--- config.mk ---
export PLATFORM = sky130hd
export DESIGN_NAME = obstacle_pixel_locator
export DESIGN_NICKNAME = d
export VERILOG_FILES = /design/src/rtl/obstacle_pixel_locator.sv
export SDC_FILE = /design/constraint.sdc
export NUM_CORES = 2
export LEC_CHECK = 0
export ABC_CLOCK_PERIOD_IN_PS = 10500
export CAP_MARGIN = 0
export CELL_PAD_IN_SITES_DETAIL_PLACEMENT = 0
export CELL_PAD_IN_SITES_GLOBAL_PLACEMENT = 1
export CORE_MARGIN = 4
export CORE_UTILIZATION = 45
export CTS_BUF_LIST = sky130_fd_sc_hd__clkbuf_4 sky130_fd_sc_hd__clkbuf_8 sky130_fd_sc_hd__clkbuf_16
export DETAILED_ROUTE_END_ITERATION = 10
export PLACE_DENSITY_LB_ADDON = 0.1
export REMOVE_ABC_BUFFERS = 1
export SYNTH_ARGS = -nofsm -noshare
export SYNTH_HDL_FRONTEND = slang
export SYNTH_SLANG_ARGS = --single-unit
--- constraint.sdc ---
create_clock -name sys_clk -period 10.5 [get_ports sys_clk]
set_input_delay 2.1 -clock sys_clk [delete_from_list [all_inputs] [get_ports sys_clk]]
set_output_delay 2.1 -clock sys_clk [all_outputs]
set_load 0.05 [all_outputs]
--- src/rtl/obstacle_pixel_locator.sv ---
// Per-pixel obstacle lookup: a double-buffered per-frame obstacle table feeds a 2-stage pixel pipeline.
// Optional obstacle_edge output is enabled with `define OBSTACLE_EDGE_EN.
module obstacle_pixel_locator #(
  parameter int OBSTACLE_NUM    = 8,
  parameter int OBSTACLE_WIDTH  = 10,
  parameter int BLOCK_LEN_WIDTH = 4,
  parameter int SCREEN_WIDTH    = 10,
  parameter int SCREEN_H        = 480,
  parameter int PHY_WIDTH       = 14,
  parameter int MAP_ADDR_WIDTH  = 8
) (
  input  logic                                   sys_clk,
  input  logic                                   sys_rst_n,
  input  logic                                   frame_start,
  input  logic [PHY_WIDTH-1:0]                   camera_y,
  input  logic [MAP_ADDR_WIDTH-1:0]              map_base,
  input  logic [SCREEN_WIDTH-1:0]                pixel_x,
  input  logic [SCREEN_WIDTH-1:0]                pixel_y,
  input  logic                                   video_on,
  output logic                                   map_rd_en,
  output logic [MAP_ADDR_WIDTH-1:0]              map_addr,
  input  logic [2*PHY_WIDTH+BLOCK_LEN_WIDTH-1:0] map_data,
  output logic                                   table_ready,
  output logic                                   video_on_d,
  output logic                                   obstacle_on,
  output logic [SCREEN_WIDTH-1:0]                obstacle_x_rom,
  output logic [SCREEN_WIDTH-1:0]                obstacle_y_rom,
  output logic [PHY_WIDTH-1:0]                   obstacle_block_abs_y,
  output logic [PHY_WIDTH-1:0]                   obstacle_abs_pos_y,
`ifdef OBSTACLE_EDGE_EN
  output logic                                   obstacle_edge,
`endif
  output logic [PHY_WIDTH-1:0]                   obstacle_abs_pos_x
);

  localparam int IDX_W = (OBSTACLE_NUM > 1) ? $clog2(OBSTACLE_NUM) : 1;
  localparam int CW    = PHY_WIDTH + 1;
  localparam int BLK_H = 2 * OBSTACLE_WIDTH;

  typedef enum logic [1:0] {IDLE, FETCH, LAST, SWAP} state_t;

  state_t                      state, state_nxt;
  logic [IDX_W-1:0]            idx;
  logic [PHY_WIDTH-1:0]        cam_y;
  logic [MAP_ADDR_WIDTH-1:0]   base;

  logic [PHY_WIDTH-1:0]        sh_x   [OBSTACLE_NUM];
  logic [PHY_WIDTH-1:0]        sh_y   [OBSTACLE_NUM];
  logic [BLOCK_LEN_WIDTH-1:0]  sh_len [OBSTACLE_NUM];
  logic [PHY_WIDTH-1:0]        act_x  [OBSTACLE_NUM];
  logic [PHY_WIDTH-1:0]        act_y  [OBSTACLE_NUM];
  logic [BLOCK_LEN_WIDTH-1:0]  act_len[OBSTACLE_NUM];

  logic [PHY_WIDTH-1:0]        rd_x, rd_y;
  logic [BLOCK_LEN_WIDTH-1:0]  rd_len;

  assign rd_x   = map_data[2*PHY_WIDTH+BLOCK_LEN_WIDTH-1 -: PHY_WIDTH];
  assign rd_y   = map_data[BLOCK_LEN_WIDTH +: PHY_WIDTH];
  assign rd_len = map_data[BLOCK_LEN_WIDTH-1:0];

  always_comb begin
    state_nxt = state;
    map_rd_en = 1'b0;
    map_addr  = '0;
    case (state)
      IDLE:  if (frame_start) state_nxt = FETCH;
      FETCH: begin
        map_rd_en = 1'b1;
        map_addr  = base + MAP_ADDR_WIDTH'(idx);
        if (frame_start)                          state_nxt = FETCH;
        else if (idx == IDX_W'(OBSTACLE_NUM - 1)) state_nxt = LAST;
      end
      LAST:  state_nxt = frame_start ? FETCH : SWAP;
      SWAP:  state_nxt = frame_start ? FETCH : IDLE;
      default: state_nxt = IDLE;
    endcase
  end

  // ROM data lags the address by one cycle, so FETCH at idx stores entry idx-1.
  always_ff @(posedge sys_clk or negedge sys_rst_n) begin
    if (!sys_rst_n) begin
      state       <= IDLE;
      idx         <= '0;
      cam_y       <= '0;
      base        <= '0;
      table_ready <= 1'b0;
      for (int i = 0; i < OBSTACLE_NUM; i++) begin
        sh_x[i]    <= '0;
        sh_y[i]    <= '0;
        sh_len[i]  <= '0;
        act_x[i]   <= '0;
        act_y[i]   <= '0;
        act_len[i] <= '0;
      end
    end else begin
      state <= state_nxt;
      if (frame_start) begin
        idx   <= '0;
        cam_y <= camera_y;
        base  <= map_base;
      end else if (state == FETCH) begin
        idx <= idx + 1'b1;
      end
      if (state == FETCH && idx != '0) begin
        sh_x[idx - 1'b1]   <= rd_x;
        sh_y[idx - 1'b1]   <= rd_y;
        sh_len[idx - 1'b1] <= rd_len;
      end
      if (state == LAST) begin
        sh_x[OBSTACLE_NUM-1]   <= rd_x;
        sh_y[OBSTACLE_NUM-1]   <= rd_y;
        sh_len[OBSTACLE_NUM-1] <= rd_len;
      end
      if (state == SWAP) begin
        act_x       <= sh_x;
        act_y       <= sh_y;
        act_len     <= sh_len;
        table_ready <= 1'b1;
      end
    end
  end

  // ---- stage 1: register pixel and convert row to world y ----
  logic [SCREEN_WIDTH-1:0] px_p1;
  logic [PHY_WIDTH-1:0]    abs_py_p1;
  logic                    vld_p1;

  always_ff @(posedge sys_clk or negedge sys_rst_n) begin
    if (!sys_rst_n) begin
      px_p1     <= '0;
      abs_py_p1 <= '0;
      vld_p1    <= 1'b0;
    end else begin
      px_p1     <= pixel_x;
      abs_py_p1 <= cam_y + PHY_WIDTH'(SCREEN_H - 1) - PHY_WIDTH'(pixel_y);
      vld_p1    <= video_on;
    end
  end

  // ---- stage 2: parallel compare, lowest index wins ----
  logic [CW-1:0]           x_lo[OBSTACLE_NUM], x_hi[OBSTACLE_NUM];
  logic [CW-1:0]           y_lo[OBSTACLE_NUM], y_hi[OBSTACLE_NUM];
  logic [OBSTACLE_NUM-1:0] hit_vec;
  logic [CW-1:0]           px_w, py_w;

  assign px_w = CW'(px_p1);
  assign py_w = CW'(abs_py_p1);

  always_comb begin
    for (int i = 0; i < OBSTACLE_NUM; i++) begin
      x_lo[i]    = CW'(act_x[i]);
      x_hi[i]    = CW'(act_x[i]) + CW'(act_len[i]) * CW'(OBSTACLE_WIDTH);
      y_lo[i]    = CW'(act_y[i]);
      y_hi[i]    = CW'(act_y[i]) + CW'(BLK_H);
      hit_vec[i] = (act_len[i] != '0) && (px_w >= x_lo[i]) && (px_w < x_hi[i]) &&
                   (py_w >= y_lo[i]) && (py_w < y_hi[i]);
    end
  end

  logic                    hit_c, on_c;
  logic [SCREEN_WIDTH-1:0] x_rom_c, y_rom_c;
  logic [PHY_WIDTH-1:0]    blk_y_c, pos_x_c;
`ifdef OBSTACLE_EDGE_EN
  logic [SCREEN_WIDTH-1:0] x_last_c;
  logic                    edge_c;
`endif

  always_comb begin
    hit_c    = 1'b0;
    x_rom_c  = '0;
    y_rom_c  = '0;
    blk_y_c  = '0;
    pos_x_c  = '0;
`ifdef OBSTACLE_EDGE_EN
    x_last_c = '0;
`endif
    for (int i = OBSTACLE_NUM - 1; i >= 0; i--) begin
      if (hit_vec[i]) begin
        hit_c    = 1'b1;
        x_rom_c  = SCREEN_WIDTH'(PHY_WIDTH'(px_p1) - act_x[i]);
        y_rom_c  = SCREEN_WIDTH'(act_y[i] + PHY_WIDTH'(BLK_H - 1) - abs_py_p1);
        blk_y_c  = act_y[i];
        pos_x_c  = act_x[i];
`ifdef OBSTACLE_EDGE_EN
        x_last_c = SCREEN_WIDTH'(CW'(act_len[i]) * CW'(OBSTACLE_WIDTH) - CW'(1));
`endif
      end
    end
    on_c = hit_c & vld_p1 & table_ready;
  end

`ifdef OBSTACLE_EDGE_EN
  assign edge_c = on_c && (x_rom_c == '0 || x_rom_c == x_last_c ||
                           y_rom_c == '0 || y_rom_c == SCREEN_WIDTH'(BLK_H - 1));
`endif

  always_ff @(posedge sys_clk or negedge sys_rst_n) begin
    if (!sys_rst_n) begin
      video_on_d           <= 1'b0;
      obstacle_on          <= 1'b0;
      obstacle_x_rom       <= '0;
      obstacle_y_rom       <= '0;
      obstacle_block_abs_y <= '0;
      obstacle_abs_pos_x   <= '0;
      obstacle_abs_pos_y   <= '0;
`ifdef OBSTACLE_EDGE_EN
      obstacle_edge        <= 1'b0;
`endif
    end else begin
      video_on_d           <= vld_p1;
      obstacle_on          <= on_c;
      obstacle_x_rom       <= on_c ? x_rom_c : '0;
      obstacle_y_rom       <= on_c ? y_rom_c : '0;
      obstacle_block_abs_y <= on_c ? blk_y_c : '0;
      obstacle_abs_pos_x   <= on_c ? pos_x_c : '0;
      obstacle_abs_pos_y   <= abs_py_p1;
`ifdef OBSTACLE_EDGE_EN
      obstacle_edge        <= edge_c;
`endif
    end
  end

endmodule

==> metrics <==
Final setup viols=0; Distinct cells, synth=100; most crowded layer after global routing=met1; Port Buffers=151; Clock Power Share=25.7%; post-route ant nets=0; GRT overflow=0; Synth async-reset ratio=100%; Syn Area/Cell=10.7 sq um; commonest non-fill, non-tap cell in the layout=dfrtp_1; Final min period=6700 ps; worst r2r src=act_len[9]$_DFFE_PN0N_; largest net degree at the start of global routing=158; Worst Setup SP=act_len[9]$_DFFE_PN0N_; die width=322 microns; Cell Pwr Density=217 mW/mm^2; Fillers=8827; CP max FO=28; Worst Reg-to-Reg Cells=19; Final Instance Area=0.0501 sq mm; flops & latches, synth=629; GP Congestion=0.955; sequential area share after synthesis=35.6%; area share of the largest cell type after synthesis=35.6%; fraction of layout cells with a size suffix above 1=17.8%; CTS buffer count=74; Synth Instances=4145; Reg power frac=33.7%; startpoint types=flip-flop; max-slew violation count=0; switching share of power=37.8%; Cell Int Power=6760 uW; initial antenna violation count=13; Multi-input gate area=0.0268 sq mm; Synth area leaders=dfrtp_1 (36%), ha_1 (17%), mux2_2 (14%); via count=33500; Final TNS setup=0 ps; post-CTS resize count=0; met2 Use GR=41.3%; Initial DRC Count=3204; drt pass-1 iters=6; M3 GR Usage=6.40%; CTS Root Cell=clkbuf_16; Core ar.=0.0971 sq mm; clk_skew=27.2 ps; die area=0.103 sq mm; Min-Delay Path Depth=0; post-CTS setup buffers=0; Psw=4110 uW; Worst slew margin=16.1%; non-filler cells, final=5656; Routed WL=149000 microns; Clock Latency Late Sink=650 ps; cell accounting for the most synthesized area=dfrtp_1; fmax=149 MHz; fin worst setup slack=3800 ps; NumNets Final=5056; status=finished clean; clock slew at reported path FFs=60 ps; chip height=322 microns; final core utilization=51.6%; register area=0.0157 sq mm; Slew @ Worst Pin=1260 ps; post-DR vias/cell=5.93; number of global-route vias before repair=32800; Synth-to-Final Area Change=13.2%; CP endpoint kind=flip-flop; leakage=0.0222 uW; Crit Path Class=reg2reg; Total Routing Usage GR=28.6%; hpwl dp=110000 microns; Cell Area, Synth=0.0443 sq mm; RSZ-0062 raised after global routing=no; Synth warnings=0; Hold Path Class=reg2reg; met1 Usage GRT=42.3%; peak supply drop=0.000159 V; clk buf depth=3; Setup WS pre-CTS=3910 ps; hold buffer count at CTS=0; TritonCTS clock tree=yes; Hold Fails Final Rpt=0; critical path arrival=7260 ps; CTS HTree Levels=3; # IOs=152; Placed Instances=5521; CP Data Required Time=11060 ps; CTS sink cnt=629; worst hold start=abs_py_p1[0]$_DFF_PN0_; Routed wire per std cell=26.3 microns; Post-DP Area=0.0474 sq mm; commonest non-fill, non-tap cells in the layout=dfrtp_1 (629), ha_1 (599), mux2_2 (533), inv_1 (341), a21oi_1 (230); initial core utilization=45.6%; DRC viols=0; first-pass GRT wire length=218000 microns; Tcrit/Tclk final=63.8%; Std-Cell Rows=114; Gate power share=40.7%; EDFF count, synth=0; Main synth FF type=dfrtp_1; maxcap violations=0
==> cell families (layout without fill, tap and decap cells) <==
family | count (synthesis) | count (layout) | share of synthesized area, %
simple gates | 713 | 713 | 8.30
compound gates | 894 | 894 | 13.7
flops | 629 | 629 | 35.6
buf+inv | 454 | 683 | 4.03
fa+ha+maj | 657 | 657 | 19.6
xor+xnor | 258 | 258 | 5.11
mux | 539 | 539 | 13.7
other cells | 1 | 7 | 0.00847
==> synth_stat cells (9+ instances only) <==
master	n
a31oi_1	19
ha_1	599
nor3b_1	9
or2_2	13
o21ai_0	143
buf_2	11
a211oi_1	48
a21boi_0	11
nand3_1	54
o2111ai_1	11
fa_1	58
dfrtp_1	629
clkbuf_1	79
nand2_1	110
nor4_1	34
o221ai_1	39
o31ai_1	16
a2111oi_0	9
xnor2_1	185
buf_1	9
nor2b_1	50
o22ai_1	38
o211ai_1	28
o21a_1	44
or3_1	41
nand2b_1	28
xor2_1	73
inv_1	341
mux2_2	533
a21oi_1	230
o21bai_1	33
nor2_1	183
nand4_1	61
nor3_1	79
a21o_1	51
a211o_1	11
a221oi_1	65
==> path summary, 6_finish.rpt <==
| check | to | slack, ps |
|---|---|---|
| worst min register to register | obstacle_abs_pos_y[0]$_DFF_PN0_ | 360 |
| worst max register to register | obstacle_y_rom[1]$_DFF_PN0_ | 3800 |
| worst max-delay path | obstacle_y_rom[1]$_DFF_PN0_ | 3800 |
| worst min-delay path | obstacle_abs_pos_y[0]$_DFF_PN0_ | 360 |
| min in group asynchronous | sh_y[61]$_DFFE_PN0P_ | 1380 |
| max in group asynchronous | sh_x[23]$_DFFE_PN0P_ | 7070 |
==> registers in the layout, summed over array words and instances (netlist names) <==
| signal | cells |
|---|---|
| cam_y | 14 |
| obstacle_block_abs_y | 14 |
| sh_x | 112 |
| px_p1 | 10 |
| act_len | 32 |
| abs_py_p1 | 14 |
| base | 8 |
| sh_y | 112 |
| obstacle_abs_pos_x | 14 |
| table_ready | 1 |
| act_x | 112 |
| state | 2 |
| obstacle_y_rom | 10 |
| obstacle_abs_pos_y | 14 |
| idx | 3 |
| obstacle_x_rom | 10 |
| video_on_d | 1 |
| obstacle_on | 1 |
| vld_p1 | 1 |
| act_y | 112 |
| sh_len | 32 |
==> critical path, cell delays in order, from the launching register on <==
cell       delay, ps
dfrtp_1          450
ha_1             320
ha_1             220
fa_1             440
ha_1             350
and3_1           220
a221oi_1         500
o21bai_1         160
a21oi_1          210
xnor2_1           90
ha_1             280
nand2_1           80
nor3_1           170
a211oi_1          90
a2111oi_0        590
a21o_1           570
nand2b_1        1030
o22ai_1          210
or3_1            430
a21oi_1          180
==> metrics by stage <==
step           hold slack (ps)  power (uW)
2_1_floorplan              354        6550
3_3_place_gp               369        8020
3_5_place_dp               370        8060
4_1_cts                    361       10900
5_1_grt                    393       11600
6_report                   365       10900
==> layout make-up <==
class                      instances  area share, %
multi-input combinational       3065           53.5
sequential                       629           31.4
clock buffer                     107           4.52
timing repair buffer             208           3.98
tap                             1276           3.19
inverter                         343           2.57
clock inverter                    25          0.762
antenna                            3         0.0150
==> power groups by stage <==
stage	combinational, uW	clock [uW]	sequential, uW
6_report	4420	2790	3660
5_1_grt	4900	2960	3740
4_1_cts	4410	2850	3650
3_5_place_dp	4370	0	3690
3_3_place_gp	4350	0	3670
2_1_floorplan	2940	0	3620
==> layer usage <==
metal  vias up  share of wire [%]
met1     16700                 47
met2      1072                 41
met5         -             0.0088
met4         2                3.7
met3       224                7.4
li1      15500                  -
No activity file was read; power rests on OpenSTA's default activity.
